==> config.mk <==
export PLATFORM = sky130hd
export DESIGN_NAME = alu_console
export DESIGN_NICKNAME = d
export VERILOG_FILES = /design/src/rtl/alu_console.sv
export SDC_FILE = /design/constraint.sdc
export NUM_CORES = 1
export LEC_CHECK = 0
export BUFFER_PORTS_ARGS = -buffer_cell sky130_fd_sc_hd__buf_2
export CORE_UTILIZATION = 30
export CTS_CLUSTER_DIAMETER = 60
export DETAILED_ROUTE_END_ITERATION = 8
export MAX_ROUTING_LAYER = met4
export PLACE_DENSITY_LB_ADDON = 0.2
export SETUP_SLACK_MARGIN = 0.4
export SYNTH_ARGS = -nofsm -noshare
export SYNTH_HDL_FRONTEND = slang
export SYNTH_SLANG_ARGS = --single-unit
==> constraint.sdc <==
create_clock -name clk -period 2.8 [get_ports clk]
set_input_delay 0.56 -clock clk [delete_from_list [all_inputs] [get_ports clk]]
set_output_delay 0.56 -clock clk [all_outputs]
set_load 0.05 [all_outputs]
==> src/rtl/alu_console.sv <==
// alu_console: button-driven ALU with a sequential shift-add multiplier and a
// small circular history of stored results.
//
// state | meaning
// IDLE  | waiting for an execute press; loads and history stepping accepted
// MUL   | shift-add multiply, one multiplier bit per cycle, busy=1
// DONE  | multiply finished; result and flags are written this cycle
module alu_console #(
  parameter int WIDTH = 8,
  parameter int DEPTH = 4
) (
  input  logic                     clk,
  input  logic                     rst_n,
  input  logic [WIDTH-1:0]         sw,
  input  logic                     enA,
  input  logic                     enB,
  input  logic                     enO,
  input  logic                     enS,
  input  logic                     enH,
  output logic [WIDTH-1:0]         a_q,
  output logic [WIDTH-1:0]         b_q,
  output logic [3:0]               op_q,
  output logic [WIDTH-1:0]         s_q,
  output logic [3:0]               flags,
  output logic                     busy,
  output logic [$clog2(DEPTH)-1:0] hist_idx,
  output logic [WIDTH-1:0]         hist_q,
  output logic [3:0]               LEDs
);

  localparam int PTR_W = $clog2(DEPTH);
  localparam int CNT_W = PTR_W + 1;
  localparam int BIT_W = $clog2(WIDTH + 1);
  localparam logic [3:0] OP_MUL = 4'd8;

  typedef enum logic [1:0] {IDLE, MUL, DONE} state_t;

  // Button order in the vectors below: {enH, enS, enO, enB, enA}
  logic [4:0] sync1_q, sync2_q, prev_q, press_q;
  logic [4:0] btn;

  state_t                 state_q;
  logic [2*WIDTH-1:0]     mcand_q;
  logic [2*WIDTH-1:0]     acc_q;
  logic [WIDTH-1:0]       mplier_q;
  logic [BIT_W-1:0]       bit_cnt_q;

  logic [WIDTH-1:0]       hist_mem_q [DEPTH];
  logic [PTR_W-1:0]       wr_ptr_q;
  logic [CNT_W-1:0]       count_q;
  logic [PTR_W-1:0]       hist_idx_q;
  logic [PTR_W-1:0]       rd_idx;

  logic                   idle;
  logic                   go_a, go_b, go_o, go_s, go_h;
  logic [WIDTH:0]         add_ext, sub_ext;
  logic [WIDTH-1:0]       alu_res;
  logic                   alu_c, alu_v;
  logic [3:0]             alu_flags, mul_flags;
  logic                   wr_en;
  logic [WIDTH-1:0]       wr_data;
  logic [3:0]             wr_flags;

  assign btn = {enH, enS, enO, enB, enA};

  // Two-flop synchroniser plus a registered falling-edge detect per button
  always_ff @(posedge clk or negedge rst_n) begin
    if (!rst_n) begin
      sync1_q <= '1;
      sync2_q <= '1;
      prev_q  <= '1;
      press_q <= '0;
    end else begin
      sync1_q <= btn;
      sync2_q <= sync1_q;
      prev_q  <= sync2_q;
      press_q <= prev_q & ~sync2_q;
    end
  end

  // The whole multiply sequence counts as busy, so operand/execute presses
  // landing in DONE are dropped too rather than racing the DONE write.
  assign idle = (state_q == IDLE);
  assign go_a = press_q[0] & idle;
  assign go_b = press_q[1] & idle;
  assign go_o = press_q[2] & idle;
  assign go_s = press_q[3] & idle;
  assign go_h = press_q[4];

  assign add_ext = {1'b0, a_q} + {1'b0, b_q};
  assign sub_ext = {1'b0, a_q} - {1'b0, b_q};

  // Single-cycle ALU result and carry/overflow from the current registers
  always_comb begin
    alu_res = '0;
    alu_c   = 1'b0;
    alu_v   = 1'b0;
    case (op_q)
      4'd0: begin
        alu_res = add_ext[WIDTH-1:0];
        alu_c   = add_ext[WIDTH];
        alu_v   = (a_q[WIDTH-1] == b_q[WIDTH-1]) && (add_ext[WIDTH-1] != a_q[WIDTH-1]);
      end
      4'd1: begin
        alu_res = sub_ext[WIDTH-1:0];
        alu_c   = sub_ext[WIDTH];
        alu_v   = (a_q[WIDTH-1] != b_q[WIDTH-1]) && (sub_ext[WIDTH-1] != a_q[WIDTH-1]);
      end
      4'd2: alu_res = a_q & b_q;
      4'd3: alu_res = a_q | b_q;
      4'd4: alu_res = a_q ^ b_q;
      4'd5: alu_res = ~a_q;
      4'd6: begin
        alu_res = {a_q[WIDTH-2:0], 1'b0};
        alu_c   = a_q[WIDTH-1];
      end
      4'd7: begin
        alu_res = {1'b0, a_q[WIDTH-1:1]};
        alu_c   = a_q[0];
      end
      default: begin
        alu_res = '0;
        alu_c   = 1'b0;
      end
    endcase
  end

  assign alu_flags = {alu_v, alu_res[WIDTH-1], alu_c, ~|alu_res};
  assign mul_flags = {1'b0, acc_q[WIDTH-1], |acc_q[2*WIDTH-1:WIDTH], ~|acc_q[WIDTH-1:0]};

  // Select which result, if any, is stored this cycle
  always_comb begin
    wr_en    = 1'b0;
    wr_data  = '0;
    wr_flags = '0;
    if (state_q == DONE) begin
      wr_en    = 1'b1;
      wr_data  = acc_q[WIDTH-1:0];
      wr_flags = mul_flags;
    end else if (go_s && (op_q != OP_MUL)) begin
      wr_en    = 1'b1;
      wr_data  = alu_res;
      wr_flags = alu_flags;
    end
  end

  // Operand and opcode loads
  always_ff @(posedge clk or negedge rst_n) begin
    if (!rst_n) begin
      a_q  <= '0;
      b_q  <= '0;
      op_q <= '0;
    end else begin
      if (go_a) a_q  <= sw;
      if (go_b) b_q  <= sw;
      if (go_o) op_q <= sw[3:0];
    end
  end

  // Execute/multiply FSM with registered busy, result and flags
  always_ff @(posedge clk or negedge rst_n) begin
    if (!rst_n) begin
      state_q   <= IDLE;
      busy      <= 1'b0;
      mcand_q   <= '0;
      mplier_q  <= '0;
      acc_q     <= '0;
      bit_cnt_q <= '0;
      s_q       <= '0;
      flags     <= '0;
    end else begin
      if (wr_en) begin
        s_q   <= wr_data;
        flags <= wr_flags;
      end
      case (state_q)
        IDLE: begin
          busy <= 1'b0;
          if (go_s && (op_q == OP_MUL)) begin
            state_q   <= MUL;
            busy      <= 1'b1;
            mcand_q   <= {{WIDTH{1'b0}}, a_q};
            mplier_q  <= b_q;
            acc_q     <= '0;
            bit_cnt_q <= BIT_W'(WIDTH);
          end
        end
        MUL: begin
          if (mplier_q[0]) acc_q <= acc_q + mcand_q;
          mcand_q   <= mcand_q << 1;
          mplier_q  <= mplier_q >> 1;
          bit_cnt_q <= bit_cnt_q - BIT_W'(1);
          if (bit_cnt_q == BIT_W'(1)) begin
            state_q <= DONE;
            busy    <= 1'b0;
          end
        end
        DONE: state_q <= IDLE;
        default: begin
          state_q <= IDLE;
          busy    <= 1'b0;
        end
      endcase
    end
  end

  // Result history: circular buffer with saturating fill count and view index
  always_ff @(posedge clk or negedge rst_n) begin
    if (!rst_n) begin
      for (int i = 0; i < DEPTH; i++) hist_mem_q[i] <= '0;
      wr_ptr_q   <= '0;
      count_q    <= '0;
      hist_idx_q <= '0;
    end else if (wr_en) begin
      hist_mem_q[wr_ptr_q] <= wr_data;
      wr_ptr_q   <= wr_ptr_q + PTR_W'(1);
      hist_idx_q <= '0;
      if (count_q != CNT_W'(DEPTH)) count_q <= count_q + CNT_W'(1);
    end else if (go_h && (count_q != '0)) begin
      if (({1'b0, hist_idx_q} + CNT_W'(1)) == count_q) hist_idx_q <= '0;
      else hist_idx_q <= hist_idx_q + PTR_W'(1);
    end
  end

  // DEPTH is a power of two, so pointer arithmetic wraps modulo DEPTH for free
  assign rd_idx   = wr_ptr_q - PTR_W'(1) - hist_idx_q;
  assign hist_q   = (count_q == '0) ? '0 : hist_mem_q[rd_idx];
  assign hist_idx = hist_idx_q;
  assign LEDs     = op_q;

endmodule

---- Yosys cells after proc, flatten, opt, wreduce, memory -nomap -nowiden ----
Index checks and enable logic that the tools add are counted.
W data, S select, Z words.
storage, ports and cells
  bits in registers ....................... 138
cells by class
  equality and inequality tests ........... 21
  order comparisons ....................... 3
  add/sub/neg operators ................... 10
  reduce and logical (&&, ||, !) cells .... 22
  mux-type cells .......................... 34
  bitwise gates (word level) .............. 13
operators by type and width
  operator              count
  $pmux W16 S2          2
  $pmux W8 S8           1
  $mux W8               7
  $mux W16              3
  $bwmux W32            1
  $reduce_or A8 Y1      3
  $add A16 B16 Y16      1
  $bmux W8 S2           1
  $demux W8 S2          1
  $eq A4 B3 Y1 const B  4
  $pmux W8 S2           1
  $mux W4               3
  $mux W2               5
  $add A8 B8 Y9         1
  $sub A8 B8 Y9         1
  $and A8 B8 Y8         1
  $eq A4 B1 Y1 const B  2
  $eq A4 B2 Y1 const B  2
  $not A8 Y8            1
  $or A8 B8 Y8          1
  $pmux W4 S2           1
  $reduce_and A2 Y1     4
  $xor A8 B8 Y8         1
  $ge A3 B3 Y1 const B  2
  35 further kinds      53

---- Longest topological paths before layout ----
Gate-level depths: netlist (run 1).
  depth after elaboration ................. 7
  mapped depth ............................ 10

---- Worst setup path after synthesis (run 1) ----
No wires, ideal clock.
  kind .................................... flip-flop to output port
  start point ............................. register hist_idx_q[0] (netlist: hist_idx[0])
  end point ............................... output hist_q[0]
  arrival ................................. 2,361 ps
  required time ........................... 2,240 ps
  cell stages (with the launch flop) ...... 6
  buffers on the path ..................... 1
  setup slack ............................. -121 ps
  cells stage by stage .................... dfrtp_1 inv_1 ha_1 buf_1 mux4_2 and2_1
on the way
  longest elaborated chain between the ends .. 6
RTL lines
  element                                     RTL line  RTL
  start: declaration                          51        logic [PTR_W-1:0] hist_idx_q;
  start signal: assignment                    221       else hist_idx_q <= hist_idx_q + PTR_W'(1);
  $sub A2 B2 Y2                               226       assign rd_idx = wr_ptr_q - PTR_W'(1) - hist_idx_q;
  $not A2 Y3 (implied by the code)            227       assign hist_q = (count_q == '0) ? '0 : hist_mem_q[rd_idx];
  $bmux W8 S2                                 227
  $mux W8 (implied by the code) (2 in a row)  227
  $mux W8                                     227
  end: declaration                            27        output logic [WIDTH-1:0] hist_q,
Every way passes these cells. The select of a mux whose other input is x is not followed.

---- Worst setup path after layout (run 1) ----
  start point ............................. register wr_ptr_q[0]
  end point ............................... output hist_q[6]
on the way
  longest elaborated chain between the ends .. 7
RTL lines
  element                                     RTL line  RTL
  start: declaration                          49        logic [PTR_W-1:0] wr_ptr_q;
  start signal: assignment                    216       wr_ptr_q <= wr_ptr_q + PTR_W'(1);
  $sub A2 B1 Y2                               226
  $sub A2 B2 Y2                               226
  $not A2 Y3 (implied by the code)            227
  $bmux W8 S2                                 227
  $mux W8 (implied by the code) (2 in a row)  227
  $mux W8                                     227
Every way passes these cells. The select of a mux whose other input is x is not followed.

==> results.md, run 1 <==
- Setup_tns: 0 ns
- Sw Share: 45.9%
- Crit share post-route: 95.8%
- Nets: 976
- Drt wl/cell: 17.1 microns
- Synthesized instance count: 816
- Number of synthesized flops with an enable pin: 0
- R2r setup slk: 0.31 ns
- Die Height: 164 microns
- Part of the power in registers: 25.4%
- IO buf count: 61
- DR iter-0 viols: 416
- Core area: 25,400 sq um
- Syn Nets: 884
- Clock Path Buffers: 2
- Yosys warns: 0
- Main flop type after synthesis: dfrtp_1
- CP Launch Type: register
- First-pass iteration count of the detailed router: 4
- Max-slew violations: 0
- Top-area cell type share of the netlist area: 38.9%
- Placed insts: 1,194
- RSZ-0062 raised after global routing: true
- Fin cells: 1,251
- Rows: 58
- Synth area leaders: dfrtp_1 39%, ha_1 8.0%, nand2_1 6.1%
- Total inserted antenna cells: 0
- Gate power share: 58.6%
- Clock Skew: 0.0164 ns
- Worst skew pair latency: 0.43 ns
- Power density cells: 1370 nW/um^2
- Die X-Extent: 164 microns
- Worst Tran Pin Value: 0.593 ns
- Critical path class: reg2out
- Count leader, synth: nand2_1
- Worst Path Arrival: 2.12 ns
- Fin crit period: 2.68 ns
- Post-detail-place hpwl: 15,300 microns
- Total wire length: 21,400 microns
- Synth area leader: dfrtp_1
- First-pass GRT wire length: 34,400 microns
- Die area: 26,800 sq um
- Hold WC Path Type: in2async
- Worst Setup SP: wr_ptr_q[0]$_DFFE_PN0N_
- Area growth syn-to-layout: 25.9%
- GPL Wtd Cong: 0.912
- Power Internal: 0.00732 W
- Post-synthesis sequential area ratio: 43.9%
- Vias in the first global route: 6,123
- Final Hold Fails: 0
- Top cells by count, synth: 127 x nand2_1, 122 x dfrtp_1, 67 x o21ai_0
- Htree depth: 4
- DR vias: 6,224
- I/O Pins: 62
- CP endpoint: hist_q[6]
- Via density: 4.98
- Worst VDD drop: 0.880 mV
- Root Driver: clkbuf_16
- CTS tree: yes
- Switch Pwr: 0.00620 W
- Largest net degree at the start of global routing: 51
- R2R depth: 9
- Number of remaining DRC errors: 0
- DRT antenna net count: 0
- Req. time, crit path: 2.24 ns
- Initial core utilization: 30.9%
- CP max FO: 8
- Netlist cell types: 77
- Async set-reset flop share out of synthesis: 100%
- Setup violators final: 0
- Status: finished clean
- Num CTS Buffers: 17
- Share of layout cells above drive strength 1: 30.8%
- Number of synthesized register bits: 137
- GRT Total Usage: 17.2%
- Slew margin rel.: 60.5%
- Syn Area/Cell: 9.62 sq um
- Max Fclk: 373 MHz
- Worst R2R Start: a_q[1]$_DFFE_PN0P_
- Setup crit end kind: output pin
- Pleak: 4.39 nW
- Clock sinks: 137
- Max cap viols: 0
- Initial antenna violation count: 0
- Clock Power Share: 16.0%
- Congestion Overflow GR: 0
- Worst-path clk slew: 0.06 ns
- RR Endpoint: hist_mem_q[13]$_DFFE_PN0P_
- Post-Syn Area: 7850 sq um
[state kept, by name (all words and copies together), names as in the netlist, 2 cells and up]
register and cells:
state_q 2, sync2_q 5, hist_idx 2, mplier_q 8
LEDs 4, acc_q 16, mcand_q 16, sync1_q 5
press_q 5, a_q 8, bit_cnt_q 4, hist_mem_q 32
s_q 7, prev_q 5, flags 4, wr_ptr_q 2
count_q 3, b_q 8
[worst min-delay path by stage]
stage / start / endpoint / slack [ns] / cells after the start
after detailed placement: sync1_q[3]$_DFF_PN1_ / sync2_q[3]$_DFF_PN1_ / 0.35 / 0
after global routing: rst_n / hist_mem_q[3]$_DFFE_PN0P_ / 0.12 / 1
final: rst_n / hist_mem_q[3]$_DFFE_PN0P_ / 0.09 / 1
after global placement: sync1_q[3]$_DFF_PN1_ / sync2_q[3]$_DFF_PN1_ / 0.35 / 0
after floorplan: rst_n / LEDs[0]$_DFFE_PN0P_ / 0.26 / 0
after CTS: rst_n / hist_mem_q[3]$_DFFE_PN0P_ / 0.09 / 1
[final cells by class]
class	count	area, sq um
Clock buffer	19	443
Tap cell	330	413
Fill cell	2555	15500
Multi-Input combinational cell	599	4470
Timing Repair Buffer	118	831
Clock inverter	13	121
Sequential cell	137	3470
Inverter	35	136
[worst max-delay path, cell delays in order (launching register included)]
cell,delay [ns]
dfrtp_2,0.42
ha_4,0.18
xnor2_4,0.14
xnor2_2,0.13
buf_6,0.17
mux4_2,0.34
and2_4,0.18
buf_6,0.14
[cells in the final DEF, fill, tap and decap left out, drive strengths merged, types with 8 or more instances in the layout]
| cell type | instances |
|---|---|
| nand3 | 26 |
| buf | 118 |
| xnor2 | 16 |
| nor2 | 58 |
| a21o | 9 |
| nand2 | 127 |
| a22oi | 8 |
| inv | 38 |
| a21oi | 36 |
| clkbuf | 19 |
| dfrtp | 122 |
| nor2b | 10 |
| a31oi | 20 |
| dfstp | 15 |
| nor4 | 11 |
| o21ai | 72 |
| mux2i | 10 |
| mux2 | 13 |
| mux4 | 8 |
| and2 | 17 |
| ha | 50 |
| nand2b | 8 |
[through the flow]
step | setup WS (ns) | total power [W] | hold WS (ns) | area, sq um | utilization [%]
after floorplan | 0.292 | 0.00862 | 0.264 | 7990 | -
after global placement | 0.269 | 0.0103 | 0.347 | 8740 | 34.4
after detailed placement | 0.187 | 0.0103 | 0.348 | 8740 | 34.4
after CTS | 0.0754 | 0.0131 | 0.0950 | 9570 | 37.7
after global routing | 0.0456 | 0.0145 | 0.118 | 9880 | 38.9
final | 0.119 | 0.0135 | 0.0859 | 9880 | 38.9
[kinds of logic after synthesis]
kind of cell / count (synthesis) / synth area share [%]
multiplexers: 31 / 5.44
flip-flops: 137 / 43.9
AO/OA/AOI/OAI: 204 / 17.0
adder cells (fa/ha/maj): 53 / 8.74
AND/OR/NAND/NOR: 288 / 17.5
buffers and inverters: 80 / 4.85
XOR/XNOR: 23 / 2.57
[timing repair]
action / CTS / global route
hold buffers: 0 / 0
setup buffers: 13 / 12
endpoints found under the setup margin: 40 / 47
gates resized for setup: 39 / 43
pin swaps: 20 / 18
[routing by layer]
metal / part of all wire (%) / vias to the layer above / global-route usage, % / wire length, microns
met5: 0 / - / - / 0
met4: 2.2 / 0 / 6.02 / 473
met3: 3.0 / 21 / 2.85 / 633
met2: 45 / 125 / 26.1 / 9690
met1: 50 / 3027 / 23.2 / 10600
li1: - / 3051 / - / -
[power by group through the flow]
stage | clock network (W) | registers, W | logic, W
after CTS | 0.00223 | 0.00340 | 0.00748
after global placement | 0 | 0.00346 | 0.00685
after detailed placement | 0 | 0.00346 | 0.00686
after floorplan | 0 | 0.00393 | 0.00469
after global routing | 0.00231 | 0.00354 | 0.00863
final | 0.00216 | 0.00343 | 0.00793
No activity file was read; power rests on OpenSTA's default activity.
==> run 2: changes to the inputs <==
- BUFFER_PORTS_ARGS: -buffer_cell sky130_fd_sc_hd__buf_2 -> unset
- CORE_MARGIN: unset -> 4
- DONT_BUFFER_PORTS: unset -> 1
- PLACE_DENSITY_LB_ADDON: 0.2 -> unset
==> run 2 against run 1 <==
The run now ends with negative hold slack left. Clock skew is 0.0063 ns lower. Via count rose by 0.61%. Setup slack gained 0.056 ns. Clock power up 2%. Global-route usage decreased by 2.2 points. Clock-buffer cell count fell by 1. Final cell count fell by 3.0%. Routed wire length down 1.8%. Worst hold slack worse by 0.26 ns. First-iteration DRC count increased by 19%. Combinational power down 6.4%. Critical path type unchanged. Critical endpoint unchanged. Largest power group unchanged.
==> results.md, run 2 (synthesis gave the netlist of run 1 again) <==
- Hold Slack: -0.174 ns
- Failing checks: negative hold slack
- Max FFs per register: 32
- Worst skew pair latency: 0.43 ns
- Max-slew violations: 0
- Htree depth: 4
- Power density cells: 1380 nW/um^2
- CP Launch Type: register
- Die X-Extent: 170 microns
- Via density: 5.16
- DR iter-0 viols: 494
- Clock Path Buffers: 2
- CP max FO: 8
- Largest net degree at the start of global routing: 138
- Crit share post-route: 93.8%
- Share of layout cells above drive strength 1: 30.0%
- Worst Path Arrival: 2.07 ns
- RSZ-0062 raised after global routing: true
- I/O Pins: 62
- First-pass iteration count of the detailed router: 5
- Nets: 938
- Max cap viols: 0
- Hold WC Path Type: in2async
- Critical path class: reg2out
- GPL Wtd Cong: 1.01
- Worst-path clk slew: 0.06 ns
- Die area: 28,800 sq um
- Congestion Overflow GR: 0
- Post-detail-place hpwl: 14,600 microns
- Worst VDD drop: 1.18 mV
- Initial core utilization: 30.8%
- Drt wl/cell: 17.3 microns
- IO buf count: 0
- Initial antenna violation count: 0
- Num CTS Buffers: 17
- Commonest cells after routing, fill and taps aside: 123 x nand2_1, 102 x dfrtp_1, 72 x buf_4, 58 x o21ai_0, 57 x nor2_1
- Root Driver: clkbuf_16
- DR vias: 6,262
- Setup violators final: 0
- Most common cell after layout, fill and taps aside: nand2_1
- Top reg by flops: hist_mem_q
- Rows: 58
- Pleak: 4.22 nW
- Total wire length: 21,000 microns
- Biggest regs: hist_mem_q x32, acc_q x16, mcand_q x16
- Area growth syn-to-layout: 24.2%
- Setup crit end kind: output pin
- Die Height: 170 microns
- Clock sinks: 137
- CTS tree: yes
- DRT antenna net count: 0
- Final Hold Fails: 122
- GRT Total Usage: 15.1%
- Slew margin rel.: 23.9%
- Clock Skew: 0.0101 ns
- Status: finished, violations left
- Total inserted antenna cells: 0
- Vias in the first global route: 5,971
- Core area: 25,500 sq um
- Req. time, crit path: 2.24 ns
- Number of remaining DRC errors: 0
- First-pass GRT wire length: 33,300 microns
- Max Fclk: 381 MHz
- Worst Tran Pin Value: 1.14 ns
- Fin crit period: 2.63 ns
- Setup_tns: 0 ns
run 2: cell count changes in the layout (fill, tap and decap cells not counted), sizes merged:
cell,change
inv,+2
clkinvlp,-1
clkbuf,-1
buf,-38
run 2: worst max-delay path, cell delays in order (launching register included):
cell and delay [ns]:
dfrtp_2 0.43, ha_4 0.18, xnor2_4 0.15, xnor2_2 0.13, buf_6 0.17, mux4_2 0.34
and2_4 0.24
run 2: final cells by class:
type,count,area [sq um]
inverter,35,134
clock inverter,14,141
sequential,137,3480
multi-input combinational,599,4510
timing repair buffer,80,624
tap,330,413
fill,2461,15700
clock buffer,18,439
run 2: repair_timing:
action,4_1_cts,5_1_grt
buffers inserted,15,25
pin swaps,10,43
hold endpoints to repair,130,122
setup endpoints to repair,39,53
gates resized for setup,25,65
run 2: where the power goes:
| part | internal (W) | switching (W) |
|---|---|---|
| sequential | 0.00271 | 0.00108 |
| combinational | 0.00320 | 0.00422 |
| clock | 0.00127 | 0.000939 |
| total | 0.00717 | 0.00624 |
run 2: path summary, 6_finish.rpt:
kind | cells past startpoint | slack, ns | end | from
setup / recovery | 6 | 0.17 | hist_q[6] | wr_ptr_q[0]$_DFFE_PN0N_
hold / removal | 0 | -0.17 | hist_mem_q[25]$_DFFE_PN0P_ | rst_n
setup reg to reg | 10 | 0.26 | hist_mem_q[6]$_DFFE_PN0P_ | a_q[1]$_DFFE_PN0P_
hold reg to reg | 0 | 0.35 | sync2_q[0]$_DFF_PN1_ | sync1_q[0]$_DFF_PN1_
max in group asynchronous | 0 | 2.65 | sync1_q[0]$_DFF_PN1_ | rst_n
min in group clk | 0 | 0.13 | sync1_q[2]$_DFF_PN1_ | enO
run 2: layer usage:
metal / up-vias / GRT usage [%] / wire length (microns) / share of wire (%)
li1: 2980 / - / - / -
met3: 33 / 4.43 / 1450 / 6.9
met2: 175 / 21.9 / 9480 / 45
met1: 3074 / 20.4 / 9670 / 46
met5: - / - / 0 / 0
met4: 0 / 4.31 / 431 / 2.0
run 2: through the flow:
step	area (sq um)	power (W)	setup slack, ns	instances	util [%]
global route	9740	0.0143	0.0934	1213	38.2
global placement	8450	0.00999	0.203	1141	33.2
CTS	9270	0.0127	0.156	1188	36.4
finish	9740	0.0134	0.174	1213	38.2
floorplan	7990	0.00862	0.292	816	-
detailed placement	8450	0.0101	0.171	1141	33.2
==> run 3: changes to the inputs <==
- ABC_AREA: unset -> 1
==> run 3 against run 2 <==
Clock-buffer cell count did not move. Via count rose by 6.1%. Final area fell by 2.5%. The run still ends with negative hold slack left. Worst hold slack improved by 0.013 ns. Largest cell class unchanged. Final cell count rose by 15%. Global-route usage fell by 0.12 points. Critical path type unchanged. Sequential share of layout area rose by 0.65 points.
==> results.md, run 3 <==
- Status: finished, violations left
- Failing checks: negative hold slack
- Number of synthesized flops with an enable pin: 0
- Fin crit period: 2.74 ns
- CP max-delay cell: dfrtp_2
- Via density: 4.76
- Netlist cell types: 44
- Die Height: 171 microns
- DRT antenna net count: 0
- Worst Tran Pin Value: 0.933 ns
- Async set-reset flop share out of synthesis: 100%
- Synth area leaders: dfrtp_1 38%, nand2_1 13%, ha_1 7.8%
- Placed insts: 1,355
- Count leader, synth: nand2_1
- Total inserted antenna cells: 0
- I/O Pins: 62
- Post-Syn Area: 7970 sq um
- Top cells by count, synth: 275 x nand2_1, 129 x inv_1, 122 x dfrtp_1
- GPL Wtd Cong: 0.935
- Num CTS Buffers: 17
- Share of layout cells above drive strength 1: 15.3%
- Syn Area/Cell: 7.88 sq um
- Post-detail-place hpwl: 15,000 microns
- Drt wl/cell: 14.7 microns
- Yosys warns: 0
- Setup violators final: 0
- DR vias: 6,645
- Worst Path Arrival: 2.18 ns
- Hold WC Path Type: in2async
- Most common cell after layout, fill and taps aside: nand2_1
- Most used cell, CP: buf_12
- Root Driver: clkbuf_16
- Commonest cells after routing, fill and taps aside: 275 x nand2_1, 126 x inv_1, 116 x dfrtp_1, 72 x o21ai_0, 67 x nand3_1
- RSZ-0062 raised after global routing: true
- Die area: 29,200 sq um
- Nets: 1,115
- Die X-Extent: 171 microns
- Area growth syn-to-layout: 19.2%
- Hold Slack: -0.161 ns
- Final Hold Fails: 122
- CTS tree: yes
- Top Family by Delay on Critical Path: buffers and inverters
- Core area: 26,100 sq um
- Setup crit end kind: output pin
- Worst-path clk slew: 0.07 ns
- Congestion Overflow GR: 0
- Clock Skew: 0.0172 ns
- CP max FO: 7
- Syn Nets: 1,079
- Total wire length: 20,500 microns
- Initial core utilization: 30.5%
- Post-synthesis sequential area ratio: 43.2%
- Critical Path, Cell by Cell: ha_4 > xnor2_4 > xor2_4 > buf_12 > clkbuf_16 > a21oi_2 > o21a_2 > buf_12
- Initial antenna violation count: 0
- Synth area leader: dfrtp_1
- Largest net degree at the start of global routing: 138
- CP Launch Type: register
- Crit share post-route: 97.8%
- Vias in the first global route: 6,402
- Number of remaining DRC errors: 0
- Bufs and invs on worst path: 3
- Clock Path Buffers: 2
- Post-route core utilization: 36.3%
- Pre-CTS setup slack: 0.424 ns
- Crit-path max cell delay: 0.43 ns
- Max FFs per register: 32
- Biggest regs: hist_mem_q x32, acc_q x16, mcand_q x16
- First-pass iteration count of the detailed router: 5
- Critical path class: reg2out
- GRT Total Usage: 14.9%
- Max Fclk: 365 MHz
- DR iter-0 viols: 605
- Number of synthesized register bits: 137
- Clock sinks: 137
- Top reg by flops: hist_mem_q
- Synthesized instance count: 1,011
- Main flop type after synthesis: dfrtp_1
- Fin cells: 1,395
- Htree depth: 4
- Final WS setup: 0.0622 ns
- Top-area cell type share of the netlist area: 38.3%
- Req. time, crit path: 2.24 ns
- Max cap viols: 0
- Max-slew violations: 0
- Worst skew pair latency: 0.43 ns
- Rows: 59
- First-pass GRT wire length: 34,000 microns
- IO buf count: 0
- Slew margin rel.: 37.8%
run 3: metrics by stage:
step	TNS [ns]	cell area (sq um)
final	0	9500
after global routing	-0.156	9500
after CTS	0	9390
after detailed placement	0	8690
after global placement	0	8690
after floorplan	0	8050
run 3: worst paths after layout:
check | startpoint | end | slack [ns] | depth (start not counted)
max in group asynchronous | rst_n | sync2_q[1]$_DFF_PN1_ | 2.66 | 0
hold reg to reg | sync1_q[3]$_DFF_PN1_ | sync2_q[3]$_DFF_PN1_ | 0.36 | 0
setup reg to reg | a_q[0]$_DFFE_PN0P_ | s_q[6]$_DFFE_PN0N_ | 0.59 | 12
min in group clk | enO | sync1_q[2]$_DFF_PN1_ | 0.12 | 0
setup / recovery | wr_ptr_q[0]$_DFFE_PN0N_ | hist_q[3] | 0.06 | 8
hold / removal | rst_n | s_q[0]$_DFFE_PN0N_ | -0.16 | 0
run 3: area by class of cell:
type | instances | area, sq um
inverters | 140 | 531
flip-flops and latches | 137 | 3450
well taps | 335 | 419
multi-input cells | 707 | 3970
fillers | 2702 | 16600
repair buffers | 44 | 505
clock inverters | 14 | 185
clock buffers | 18 | 429
run 3: kinds of logic (layout without fill, tap and decap cells):
| kind of cell | count (synthesis) | after routing | synth area share (%) |
|---|---|---|---|
| AND/OR/NAND/NOR | 440 | 440 | 23.4 |
| AO/OA/AOI/OAI | 202 | 202 | 14.7 |
| buffers and inverters | 167 | 216 | 8.60 |
| flip-flops | 137 | 137 | 43.2 |
| adder cells (fa/ha/maj) | 53 | 53 | 8.60 |
| XOR/XNOR | 12 | 12 | 1.41 |
run 3: per-layer routing:
metal | vias to the layer above | share of wire (%) | track usage (%)
met5 | - | 0 | -
met4 | 0 | 2.1 | 4.58
met3 | 28 | 4.5 | 3.49
met2 | 129 | 45 | 22.5
met1 | 3135 | 48 | 20.0
li1 | 3353 | - | -
run 3: repair_timing:
item,in CTS,in global routing
setup endpoints to repair,8,28
setup buffers,2,4
pin swaps,1,2
gates resized for setup,7,22
gates cloned,1,1
endpoints found under the hold margin,137,125
run 3: worst reg2reg max path: cells and delay by family (launching register included):
kind / cells / cell delay, ns
adder cells (fa/ha/maj): 2 / 0.65
flip-flops: 1 / 0.40
AND/OR/NAND/NOR: 6 / 0.58
AO/OA/AOI/OAI: 2 / 0.28
buffers and inverters: 2 / 0.18
Power of run 3 is left out: the tool's default activity adds up to more than one toggle a clock period on the data nets, which glitch-free logic cannot reach.
